==> src/rtl/gcd_hw_sequencer.sv <==
// =============================================================================
// Module   : gcd_hw_sequencer
// Brief    : Stein binary-GCD sequencer (INI/SUB/MULT/DONE). Optional build
//            macro GCD_SINGLE_STEP_EN gates SUB/MULT steps on CEN pulses.
// Revision : 1.0 - initial release
// =============================================================================
`default_nettype none

module gcd_hw_sequencer #(
    parameter int WIDTH = 8,
    parameter int CNT_W = 4
) (
    input  logic             board_clk,
    input  logic             Reset,
    input  logic             Start_Ack,
    input  logic             CEN,
    input  logic [WIDTH-1:0] Ain,
    input  logic [WIDTH-1:0] Bin,
    output logic             q_I,
    output logic             q_Sub,
    output logic             q_Mult,
    output logic             q_Done,
    output logic [WIDTH-1:0] A,
    output logic [WIDTH-1:0] B,
    output logic [WIDTH-1:0] AB_GCD,
    output logic [CNT_W-1:0] i_count
);

    typedef enum logic [1:0] {
        ST_INI  = 2'd0,
        ST_SUB  = 2'd1,
        ST_MULT = 2'd2,
        ST_DONE = 2'd3
    } state_t;

    // One-hot flag codes, ordered {q_I, q_Sub, q_Mult, q_Done}
    localparam logic [3:0] FL_INI  = 4'b1000;
    localparam logic [3:0] FL_SUB  = 4'b0100;
    localparam logic [3:0] FL_MULT = 4'b0010;
    localparam logic [3:0] FL_DONE = 4'b0001;

    state_t     state;
    logic [3:0] flags;
    logic       advance;

`ifdef GCD_SINGLE_STEP_EN
    assign advance = CEN;
`else
    logic unused_cen;
    assign unused_cen = CEN;
    assign advance    = 1'b1;
`endif

    assign {q_I, q_Sub, q_Mult, q_Done} = flags;

    always_ff @(posedge board_clk or posedge Reset) begin
        if (Reset) begin
            state   <= ST_INI;
            flags   <= FL_INI;
            A       <= '0;
            B       <= '0;
            AB_GCD  <= '0;
            i_count <= '0;
        end else begin
            case (state)
                ST_INI: begin
                    if (Start_Ack) begin
                        A       <= Ain;
                        B       <= Bin;
                        i_count <= '0;
                        AB_GCD  <= '0;
                        state   <= ST_SUB;
                        flags   <= FL_SUB;
                    end
                end
                ST_SUB: begin
                    if (advance) begin
                        if (A == '0 || B == '0) begin
                            AB_GCD <= A | B;
                            state  <= ST_DONE;
                            flags  <= FL_DONE;
                        end else if (A == B) begin
                            AB_GCD <= A;
                            if (i_count == '0) begin
                                state <= ST_DONE;
                                flags <= FL_DONE;
                            end else begin
                                state <= ST_MULT;
                                flags <= FL_MULT;
                            end
                        end else if (A < B) begin
                            A <= B;
                            B <= A;
                        end else if (!A[0] && !B[0]) begin
                            A       <= A >> 1;
                            B       <= B >> 1;
                            i_count <= i_count + CNT_W'(1);
                        end else if (!A[0]) begin
                            A <= A >> 1;
                        end else if (!B[0]) begin
                            B <= B >> 1;
                        end else begin
                            // A > B here, so the difference cannot wrap
                            A <= A - B;
                        end
                    end
                end
                ST_MULT: begin
                    if (advance) begin
                        AB_GCD  <= AB_GCD << 1;
                        i_count <= i_count - CNT_W'(1);
                        if (i_count == CNT_W'(1)) begin
                            state <= ST_DONE;
                            flags <= FL_DONE;
                        end
                    end
                end
                default: begin
                    if (Start_Ack) begin
                        state <= ST_INI;
                        flags <= FL_INI;
                    end
                end
            endcase
        end
    end

endmodule

`default_nettype wire

==> config.mk <==
export PLATFORM = sky130hd
export DESIGN_NAME = gcd_hw_sequencer
export DESIGN_NICKNAME = d
export VERILOG_FILES = /design/src/rtl/gcd_hw_sequencer.sv
export SDC_FILE = /design/constraint.sdc
export NUM_CORES = 1
export LEC_CHECK = 0
export BUFFER_PORTS_ARGS = -buffer_cell sky130_fd_sc_hd__buf_2
export CORE_MARGIN = 2
export CORE_UTILIZATION = 40
export DETAILED_ROUTE_END_ITERATION = 8
export SYNTH_ARGS = -nofsm -noshare
export SYNTH_HDL_FRONTEND = slang
export SYNTH_SLANG_ARGS = --single-unit
export TNS_END_PERCENT = 20
==> constraint.sdc <==
create_clock -name board_clk -period 3.8 [get_ports board_clk]
set_clock_uncertainty 0.05 [all_clocks]
set_input_delay 0.76 -clock board_clk [delete_from_list [all_inputs] [get_ports board_clk]]
set_output_delay 0.76 -clock board_clk [all_outputs]
set_load 0.05 [all_outputs]
# After elaboration in Yosys (flattened, before gate mapping)
# Index checks and enable logic that the tools add are counted.
[word_totals] ff_bits=34 inputBits=20 output_inout_bits=32 elab_cells=85
[classes] add_sub_neg=3 n_lt_le_gt_ge=1 eq_ne=14 n_mux=40 bitwise_logic=1 reduce_logical=18
[ops] op="8-bit two-way mux" n=17
[ops] op="4-bit two-way mux" n=10
[ops] op="8-bit one-hot mux with 2 select lines" n=2
[ops] op="4-bit one-hot mux with 3 select lines" n=2
[ops] op="8-bit one-hot mux with 3 select lines" n=1
[ops] op="8-bit zero test" n=2
[ops] op="2-bit two-way mux" n=6
[ops] op="2-bit inequality test (second input constant)" n=6
[ops] op="6-bit AND reduction" n=2
[ops] op="5-bit AND reduction" n=2
[ops] op="8-bit == test" n=1
[ops] op="8-bit < comparator" n=1
[ops] op="4-bit inequality test (second input constant)" n=2
[ops] op="8-bit bitwise OR" n=1
[ops] op="4-bit AND reduction" n=2
[ops] op="8-bit subtractor" n=1
[ops] op="2-bit one-hot mux with 3 select lines" n=1
[ops] op="3-bit nonzero test" n=2
[ops] op="5-bit inequality test (second input constant)" n=1
[ops] op="4-bit by 1-bit adder with 4-bit output (second input constant)" n=1
[ops] op="4-bit by 1-bit == test with 1-bit output (second input constant)" n=1
[ops] op="4-bit zero test" n=1
[ops] op="4-bit by 1-bit subtractor with 4-bit output (second input constant)" n=1
[ops] op="3-bit inequality test (second input constant)" n=1
[ops] op="9 further kinds" n=10

# Longest topological paths before layout
# Gate-level depths: netlist (run 1).
[logic_depth] word_depth=8 ltp_mapped=10

# Worst setup path before layout (run 1)
# OpenSTA, ideal clock, no wires.
[synth_path] path_kind="flip-flop to flip-flop" startpoint="reg A[0]" endpoint="reg B[1]" setup_time_ps=125 arrival_time_ps=2942 required_ps=3625 path_slack_ps=683 path_stages_with_launch=11 n_path_buf=1 synth_period_minus_slack_ps=3117 cell_sequence="dfrtp_1 > inv_1 > ha_1 > fa_1 > nor2_1 > o311ai_1 > nand3_1 > nand2_1 > o31a_1 > buf_6 > mux2_4"
[synth_via] elab_chain_len=7 word_cells_on_any_way=16 classes_between="order compare: 1; eq/ne: 5; mux: 5; reduce/logical: 5"
[synth_lines] item="start: declaration" line="23" rtl="output logic [WIDTH-1:0] A,"
[synth_lines] item="start signal: assignment" line="68" rtl="A <= Ain;"
[synth_lines] item="start signal: assignment" line="95" rtl="A <= A >> 1;"
[synth_lines] item="start signal: assignment" line="99" rtl="A <= A >> 1;"
[synth_lines] item="parallel branches: the longest is 7 deep, another holds 8-bit < comparator"
[synth_lines] item="end signal: assignment" line="69" rtl="B <= Bin;"
[synth_lines] item="end signal: assignment" line="96" rtl="B <= B >> 1;"
[synth_lines] item="end signal: assignment" line="101" rtl="B <= B >> 1;"
[synth_lines] item="end: declaration" line="24" rtl="output logic [WIDTH-1:0] B,"
# Several ways; the timed one is not identified. The select of a mux whose other input is x is not followed.
# A chain may end at the register's enable or synchronous reset.

# Worst setup path after layout (run 1)
[layout_path] startpoint="reg A[7]" endpoint="reg B[1]"
[layout_via] elab_chain_len=5 word_cells_on_any_way=13 classes_between="order compare: 1; eq/ne: 5; mux: 4; reduce/logical: 3"
[layout_lines] item="8-bit < comparator" line="91" rtl="end else if (A < B) begin"
[layout_lines] item="8-bit two-way mux" line="91"
[layout_lines] item="8-bit two-way mux" line="82" rtl="end else if (A == B) begin"
[layout_lines] item="8-bit two-way mux" line="78" rtl="if (A == '0 || B == '0) begin"
[layout_lines] item="8-bit one-hot mux with 2 select lines" line="65" rtl="case (state)"
# Several ways; a longest one is shown, not always the timed one. The select of a mux whose other input is x is not followed.

==> results by group, run 1 <==
Outcome
  • Status: completed

Clock tree
  • H-tree Lvls: 2
  • Clk_lat worst skew: 0.30 ns
  • CTS tree: done
  • Post-CTS Setup Inserts: 0
  • CTS max path bufs: 2
  • Post-cts resize count: 0
  • TritonCTS buffer count: 5
  • CTS clk-pin slew, worst paths: 0.08 ns
  • Clk sinks: 34
  • Clk root buf: clkbuf_8
  • # hold bufs at CTS: 0

Timing
  • Setup_tns: 0 ns
  • Slew Limit Headroom: 58.19%
  • Max Clk Rate: 0.3226 GHz
  • Final setup vio count: 0
  • Final Slew Violations: 0
  • Fin crit share: 81.58%
  • RSZ-0062 raised after global routing: false
  • Final Critical Period: 3.100 ns
  • Worst-Margin Slew: 0.6271 ns
  • Final count of hold timing violations: 0

Routing
  • DRT iter0 DRCs: 130
  • Antenna viol nets, final: 0
  • Final wirelength: 7713 um
  • Avg WL per Cell: 16.17 um
  • Drt drc: 0
  • Pre-Repair DR Iteration Count: 4
  • Vias/cell: 5.537
  • Vias: 2,641

Critical path
  • Crit path kind: reg2reg
  • Critical path cell sequence: inv_1 > ha_1 > nor4_1 > o311ai_1 > buf_4 > nand3_1 > nand2_1 > o31a_1 > mux2_4
  • Worst path bufs/invs: 2
  • CP Max Fanout: 7
  • CP top delay family: simple AND/OR/NAND/NOR gates
  • Critical path arrival: 3.22 ns
  • Startpoint Class: register
  • R2r setup slk: 0.70 ns
  • Slowest-stage cell, CP: dfrtp_1
  • CP peak stage delay: 0.50 ns
  • CP Capture Type: register
  • Worst EP required: 3.92 ns

Worst hold path
  • Min-Delay Path Class: reg2reg

Place
  • Final HPWL from detailed placement: 5732 um
  • # port buffers: 50
  • GPL Wtd Cong: 0.9140

Floorplanning
  • Initial core utilization: 41.31%
  • Num ports: 52
  • Row cnt: 30
  • Die Area: 7702 um^2
  • Core footprint: 6794 um^2
  • Die Y: 87.76 um
  • Die width: 87.76 um

Global routing
  • Vias in the first global route: 2,454
  • Initial antenna violation count: 0
  • Largest net degree at the start of global routing: 35
  • Global Route Usage Sum: 20.84%
  • First-pass GRT wire length: 12,560 um
  • GRT overflow: 0

Layout
  • Area grow syn2layout: 17.57%
  • Most common cell after layout, fill and taps aside: buf_2
  • Layout cells sized above 1: 22.83%
  • Final #Nets: 426
  • Antenna cells: 0
  • Most frequent cells in the layout: buf_2 (50), dfrtp_1 (33), inv_1 (33), nand2_1 (28), ha_1 (25)
  • Fillers: 681

Synth
  • Net Count, Synth: 370
  • Ys flop type: dfrtp_1
  • Post-synthesis sequential area ratio: 30.36%
  • Mean Syn Cell Area: 8.662 um^2
  • Ys Warns: 0
  • Post-Syn Instances: 324
  • Netlist Area Pre-Place: 2806 um^2
  • Async set-reset flop share out of synthesis: 100.0%
  • Number of synthesized flops with an enable pin: 0
  • Count of different cell masters after synthesis: 52
  • #FFs+latches synth: 34

Run
  • Max Cap Violations: 0
-- path summary, 6_finish.rpt --
path	end	start	depth (start not counted)
max in group asynchronous	flags[3]	Reset	3
min in group asynchronous	A[5]	Reset	3
worst max-delay path	B[1]	A[7]	9
worst min register to register	flags[3]	flags[3]	2
worst max register to register	B[1]	A[7]	9
worst min-delay path	flags[3]	flags[3]	2
-- layout make-up --
| class | instances | area [um^2] | area share (%) |
|---|---|---|---|
| Timing Repair Buffer | 62 | 340.3 | 10.31 |
| Tap cell | 96 | 120.1 | 3.640 |
| Sequential cell | 34 | 852.1 | 25.82 |
| Inverter | 33 | 123.9 | 3.754 |
| Clock buffer | 7 | 86.33 | 2.617 |
| Multi-Input combinational cell | 244 | 1772 | 53.70 |
| Clock inverter | 1 | 5.005 | 0.1517 |
-- cell families (layout without fill, tap and decap cells) --
kind of cell | count (synthesis) | after routing | synth area share (%)
adder cells (fa/ha/maj) | 26 | 26 | 11.86
XOR/XNOR | 5 | 5 | 1.560
AO/OA/AOI/OAI | 93 | 93 | 22.87
AND/OR/NAND/NOR | 96 | 96 | 16.81
buffers and inverters | 46 | 103 | 6.509
flip-flops | 34 | 34 | 30.36
multiplexers | 24 | 24 | 10.03
-- metrics by stage --
stage	utilization, %	worst slack, ns	std cells	instance area, um^2	hold WS (ns)
finish	48.56	0.7000	477	3299	0.4241
global route	48.56	0.4314	477	3299	0.4436
CTS	48.56	0.6784	477	3299	0.4232
detailed placement	47.22	0.7069	469	3208	0.4110
global placement	47.22	0.7359	469	3208	0.3987
floorplan	-	0.6831	324	2806	0.4829
-- cells in the mapped netlist (all sizes together), types with 5 or more instances --
| cell | n | share of area, % |
|---|---|---|
| nand3 | 10 | 1.8 |
| a31oi | 7 | 1.6 |
| mux2i | 12 | 4.3 |
| nor2 | 24 | 3.2 |
| dfrtp | 33 | 29 |
| o211ai | 5 | 1.3 |
| a22oi | 8 | 2.1 |
| mux2 | 12 | 5.8 |
| a21oi | 19 | 3.5 |
| and3 | 5 | 1.1 |
| clkbuf | 10 | 1.3 |
| o31a | 6 | 1.9 |
| nand4 | 8 | 2.3 |
| o21ai | 17 | 3.0 |
| inv | 33 | 4.4 |
| nand2 | 29 | 4.0 |
| ha | 25 | 11 |
-- per-layer routing --
metal / global-route usage [%] / vias to the layer above / routed length (um)
met5: 0 / - / 0
met4: 5.734 / 0 / 109
met3: 3.770 / 11 / 443
met2: 32.99 / 86 / 3549
met1: 29.26 / 1251 / 3611
li1: - / 1293 / -
-- registers in the layout (all words and copies together), names as in the netlist --
register / count
B: 8
flags: 4
state: 2
i_count: 4
AB_GCD: 8
A: 8
-- worst min-delay path: stages, from the launching register on --
cell and delay, ns:
dfstp_2 0.37, inv_1 0.04, a21oi_1 0.06
Power of run 1 is not shown: default switching activity piles up to over one toggle a cycle in this logic, so the estimate is an artifact.
==> run 2: changes to the inputs <==
==> constraint.sdc (replaced) <==
create_clock -name board_clk -period 3.2 [get_ports board_clk]
set_clock_uncertainty 0.05 [all_clocks]
set_input_delay 0.64 -clock board_clk [delete_from_list [all_inputs] [get_ports board_clk]]
set_output_delay 0.64 -clock board_clk [all_outputs]
set_load 0.05 [all_outputs]
==> results by group, run 2 (same netlist as run 1, synthesis figures left out) <==
Floorplanning
  • Row cnt: 30
  • Die width: 87.76 um
  • Die Area: 7702 um^2
  • Die Y: 87.76 um
  • Initial core utilization: 41.31%
  • Num ports: 52
  • Core footprint: 6794 um^2

Routing
  • Antenna viol nets, final: 0
  • Pre-Repair DR Iteration Count: 4
  • Avg WL per Cell: 16.39 um
  • Drt drc: 0
  • Vias/cell: 5.554
  • Final wirelength: 7983 um
  • Vias: 2,705
  • DRT iter0 DRCs: 107

Timing
  • RSZ-0062 raised after global routing: false
  • Max Clk Rate: 0.3364 GHz
  • Final Critical Period: 2.972 ns
  • Worst-Margin Slew: 0.5964 ns
  • Setup_tns: 0 ns
  • Fin crit share: 92.89%
  • Final count of hold timing violations: 0
  • Final Slew Violations: 0
  • Post-route setup slack: 0.2276 ns
  • Final setup vio count: 0
  • Slew Limit Headroom: 59.61%

Layout
  • FF+latch area: 852.1 um^2
  • Most frequent cells in the layout: buf_2 (50), dfrtp_1 (33), inv_1 (33), nand2_1 (28), ha_1 (25)
  • Layout cells sized above 1: 24.81%
  • Area grow syn2layout: 21.13%
  • Final Non-Filler Cells: 487
  • Final #Nets: 436
  • Fillers: 684
  • Multi-input logic area: 1772 um^2
  • Antenna cells: 0
  • Regs by FF count: AB_GCD: 8 flops, A: 8 flops, B: 8 flops
  • Most common cell after layout, fill and taps aside: buf_2

Critical path
  • Slowest-stage cell, CP: dfrtp_1
  • Critical path cell sequence: inv_1 > ha_1 > nor4_1 > o311ai_1 > nand3_1 > nand2_1 > o31a_1 > mux2_4
  • R2r setup slk: 0.23 ns
  • Worst Setup SP: A[4]
  • Worst setup endpoint: B[3]
  • Worst path bufs/invs: 1
  • CP Max Fanout: 7
  • Startpoint Class: register
  • Worst EP required: 3.33 ns
  • Crit path kind: reg2reg
  • Critical path arrival: 3.10 ns
  • Reg2Reg Capture Point: B[3]
  • CP top delay family: compound AO/OA/AOI/OAI gates
  • Critical path depth: 8
  • FF-to-FF Start: A[4]
  • CP Capture Type: register
  • CP peak stage delay: 0.47 ns
  • Worst Reg-to-Reg Cells: 8

Place
  • Final HPWL from detailed placement: 5991 um
  • GPL Wtd Cong: 0.8972
  • Setup Slack @ Placement: 0.2783 ns
  • Placed Instances: 479
  • # port buffers: 50

Clock tree
  • Post-cts resize count: 0
  • Post-CTS Setup Inserts: 0
  • Clk sinks: 34
  • CTS clk-pin slew, worst paths: 0.08 ns
  • H-tree Lvls: 2
  • CTS tree: done
  • Clk root buf: clkbuf_8
  • # hold bufs at CTS: 0
  • TritonCTS buffer count: 5
  • Clk_lat worst skew: 0.30 ns
  • CTS max path bufs: 2

Worst hold path
  • Min-Delay Path Class: in2async

Global routing
  • Vias in the first global route: 2,533
  • Global Route Usage Sum: 21.50%
  • Largest net degree at the start of global routing: 35
  • First-pass GRT wire length: 12,870 um
  • GRT overflow: 0
  • Initial antenna violation count: 0

Run
  • Max Cap Violations: 0

Outcome
  • Status: completed
## run 2: how the worst min path moves through the flow
stage | slack (ns) | cells after the start | endpoint
final | 0.39 | 3 | B[2]
after global routing | 0.43 | 2 | flags[3]
after CTS | 0.41 | 3 | B[2]
after detailed placement | 0.41 | 2 | flags[3]
after global placement | 0.40 | 2 | flags[3]
after floorplan | 0.48 | 1 | state[1]
## run 2: final cells by class
| cell class | count | area share, % |
|---|---|---|
| multi-input cells | 244 | 52.12 |
| clock inverters | 1 | 0.8833 |
| flip-flops and latches | 34 | 25.06 |
| repair buffers | 72 | 12.22 |
| clock buffers | 7 | 2.540 |
| inverters | 33 | 3.644 |
| well taps | 96 | 3.533 |
## run 2: metrics by stage
| step | utilization, % | cell area [um^2] | hold WS (ns) |
|---|---|---|---|
| 2_1_floorplan | - | 2806 | 0.4829 |
| 3_3_place_gp | 48.32 | 3283 | 0.3991 |
| 3_5_place_dp | 48.32 | 3283 | 0.4148 |
| 4_1_cts | 50.04 | 3400 | 0.4071 |
| 5_1_grt | 50.04 | 3400 | 0.4334 |
| 6_report | 50.04 | 3400 | 0.3925 |
## run 2: tightest hold or removal path, delay by kind of cell
kind                   cells  cell delay, ns
buffers and inverters      3            0.53
## run 2: routing by layer
metal | vias to the layer above | part of all wire, % | GRT usage, %
li1 | 1318 | - | -
met1 | 1265 | 47 | 30.58
met2 | 109 | 45 | 33.61
met3 | 13 | 6.6 | 3.299
met4 | 0 | 1.4 | 6.713
met5 | - | 0 | 0
Power of run 2 is left out for the same reason.
==> run 3: changes to the inputs <==
--- a/config.mk
+++ b/config.mk
@@ -6,9 +6,13 @@
 export NUM_CORES = 1
 export LEC_CHECK = 0
 export BUFFER_PORTS_ARGS = -buffer_cell sky130_fd_sc_hd__buf_2
+export CELL_PAD_IN_SITES_DETAIL_PLACEMENT = 0
+export CELL_PAD_IN_SITES_GLOBAL_PLACEMENT = 2
 export CORE_MARGIN = 2
-export CORE_UTILIZATION = 40
+export CORE_UTILIZATION = 34
+export CTS_BUF_LIST = sky130_fd_sc_hd__clkbuf_8 sky130_fd_sc_hd__clkbuf_16
 export DETAILED_ROUTE_END_ITERATION = 8
+export PLACE_DENSITY_LB_ADDON = 0.1
 export SYNTH_ARGS = -nofsm -noshare
 export SYNTH_HDL_FRONTEND = slang
 export SYNTH_SLANG_ARGS = --single-unit
==> results by group, run 3 (same netlist as run 1, synthesis figures left out) <==
Critical path
  • Worst Setup SP: B[4]
  • CP top delay family: compound AO/OA/AOI/OAI gates
  • Crit path kind: reg2reg
  • Slowest-stage cell, CP: o31a_1
  • Critical path arrival: 2.97 ns
  • Startpoint Class: register
  • CP Capture Type: register
  • CP Max Fanout: 7
  • FF-to-FF Start: B[4]
  • Worst path bufs/invs: 1
  • Worst EP required: 3.33 ns
  • CP peak stage delay: 0.51 ns
  • Critical path cell sequence: inv_1 > ha_1 > nor4_1 > o311ai_1 > nand3_1 > nand2_1 > o31a_1 > mux2_4

Layout
  • Area grow syn2layout: 22.87%
  • Fillers: 876
  • Final #Nets: 441
  • Final design utilization: 42.61%
  • Antenna cells: 0
  • Most frequent cells in the layout: buf_2 (50), inv_1 (34), dfrtp_1 (33), nand2_1 (28), buf_4 (27)
  • Most common cell after layout, fill and taps aside: buf_2
  • Layout cells sized above 1: 25.76%
  • Regs by FF count: AB_GCD: 8 flops, A: 8 flops, B: 8 flops

Timing
  • Post-route setup slack: 0.3661 ns
  • Max Clk Rate: 0.3529 GHz
  • Setup_tns: 0 ns
  • Slew Limit Headroom: 62.96%
  • RSZ-0062 raised after global routing: false
  • Fin crit share: 88.56%
  • Final Critical Period: 2.834 ns
  • Final Slew Violations: 0
  • Worst-Margin Slew: 0.5557 ns
  • Final count of hold timing violations: 0
  • Final setup vio count: 0

Clock tree
  • Clk root buf: clkbuf_8
  • Post-CTS Setup Inserts: 0
  • # hold bufs at CTS: 0
  • CTS tree: done
  • Clk sinks: 34
  • TritonCTS buffer count: 5
  • Clk_lat worst skew: 0.30 ns
  • Post-cts resize count: 0
  • CTS max path bufs: 2
  • H-tree Lvls: 2
  • CTS clk-pin slew, worst paths: 0.08 ns

Place
  • # port buffers: 50
  • GPL Wtd Cong: 0.8975
  • Final HPWL from detailed placement: 6750 um
  • Setup Slack @ Placement: 0.3237 ns

Worst hold path
  • Min-Delay Path Class: in2async

Routing
  • Avg WL per Cell: 17.84 um
  • Final wirelength: 8939 um
  • Pre-Repair DR Iteration Count: 4
  • Vias/cell: 5.351
  • Drt drc: 0
  • DRT iter0 DRCs: 121
  • Antenna viol nets, final: 0
  • Vias: 2,681

Floorplanning
  • Core footprint: 8093 um^2
  • Row cnt: 33
  • Initial core utilization: 34.68%
  • Die Area: 8997 um^2
  • Die width: 94.85 um
  • Num ports: 52
  • Die Y: 94.85 um

Run
  • Max Cap Violations: 0

Global routing
  • GRT overflow: 0
  • First-pass GRT wire length: 14,480 um
  • Vias in the first global route: 2,675
  • Global Route Usage Sum: 21.34%
  • Initial antenna violation count: 0
  • Largest net degree at the start of global routing: 35

Outcome
  • Status: completed
## run 3: cell types whose count changed in the layout (fill, tap and decap cells not counted), sizes merged
| cell | change |
|---|---|
| inv | +1 |
| buf | +5 |
| clkbuf | -1 |
## run 3: worst min-delay path: cells and delay by family
family | cells | cell delay, ns
buffers and inverters | 3 | 0.54
## run 3: path summary, 6_finish.rpt
check | endpoint | slack (ns) | cells past startpoint
setup / recovery | B[6] | 0.37 | 8
hold / removal | AB_GCD[1] | 0.39 | 3
setup reg to reg | B[6] | 0.37 | 8
hold reg to reg | flags[3] | 0.42 | 2
max in group asynchronous | flags[3] | 2.34 | 3
min in group board_clk | flags[3] | 0.42 | 2
## run 3: layout make-up
| class | instances | area, um^2 | area share [%] |
|---|---|---|---|
| Multi-Input combinational cell | 244 | 1772 | 51.38 |
| Sequential cell | 34 | 852.1 | 24.71 |
| Timing Repair Buffer | 77 | 452.9 | 13.13 |
| Tap cell | 105 | 131.4 | 3.810 |
| Inverter | 33 | 123.9 | 3.592 |
| Clock buffer | 6 | 82.58 | 2.395 |
| Clock inverter | 2 | 33.78 | 0.9797 |
## run 3: metrics by stage
stage / hold WS (ns) / instance area (um^2) / std cells
finish: 0.3922 / 3448 / 501
CTS: 0.4158 / 3448 / 501
detailed placement: 0.4044 / 3332 / 493
floorplan: 0.4829 / 2806 / 324
global route: 0.4448 / 3448 / 501
global placement: 0.4009 / 3332 / 493
## run 3: routing by layer
metal | global-route usage, % | wire (um) | vias to the layer above
li1 | - | - | 1335
met1 | 30.83 | 4433 | 1253
met2 | 33.39 | 3879 | 82
met3 | 3.591 | 525 | 11
met4 | 4.589 | 101 | 0
met5 | 0 | 0 | -
Power of run 3 is left out for the same reason.
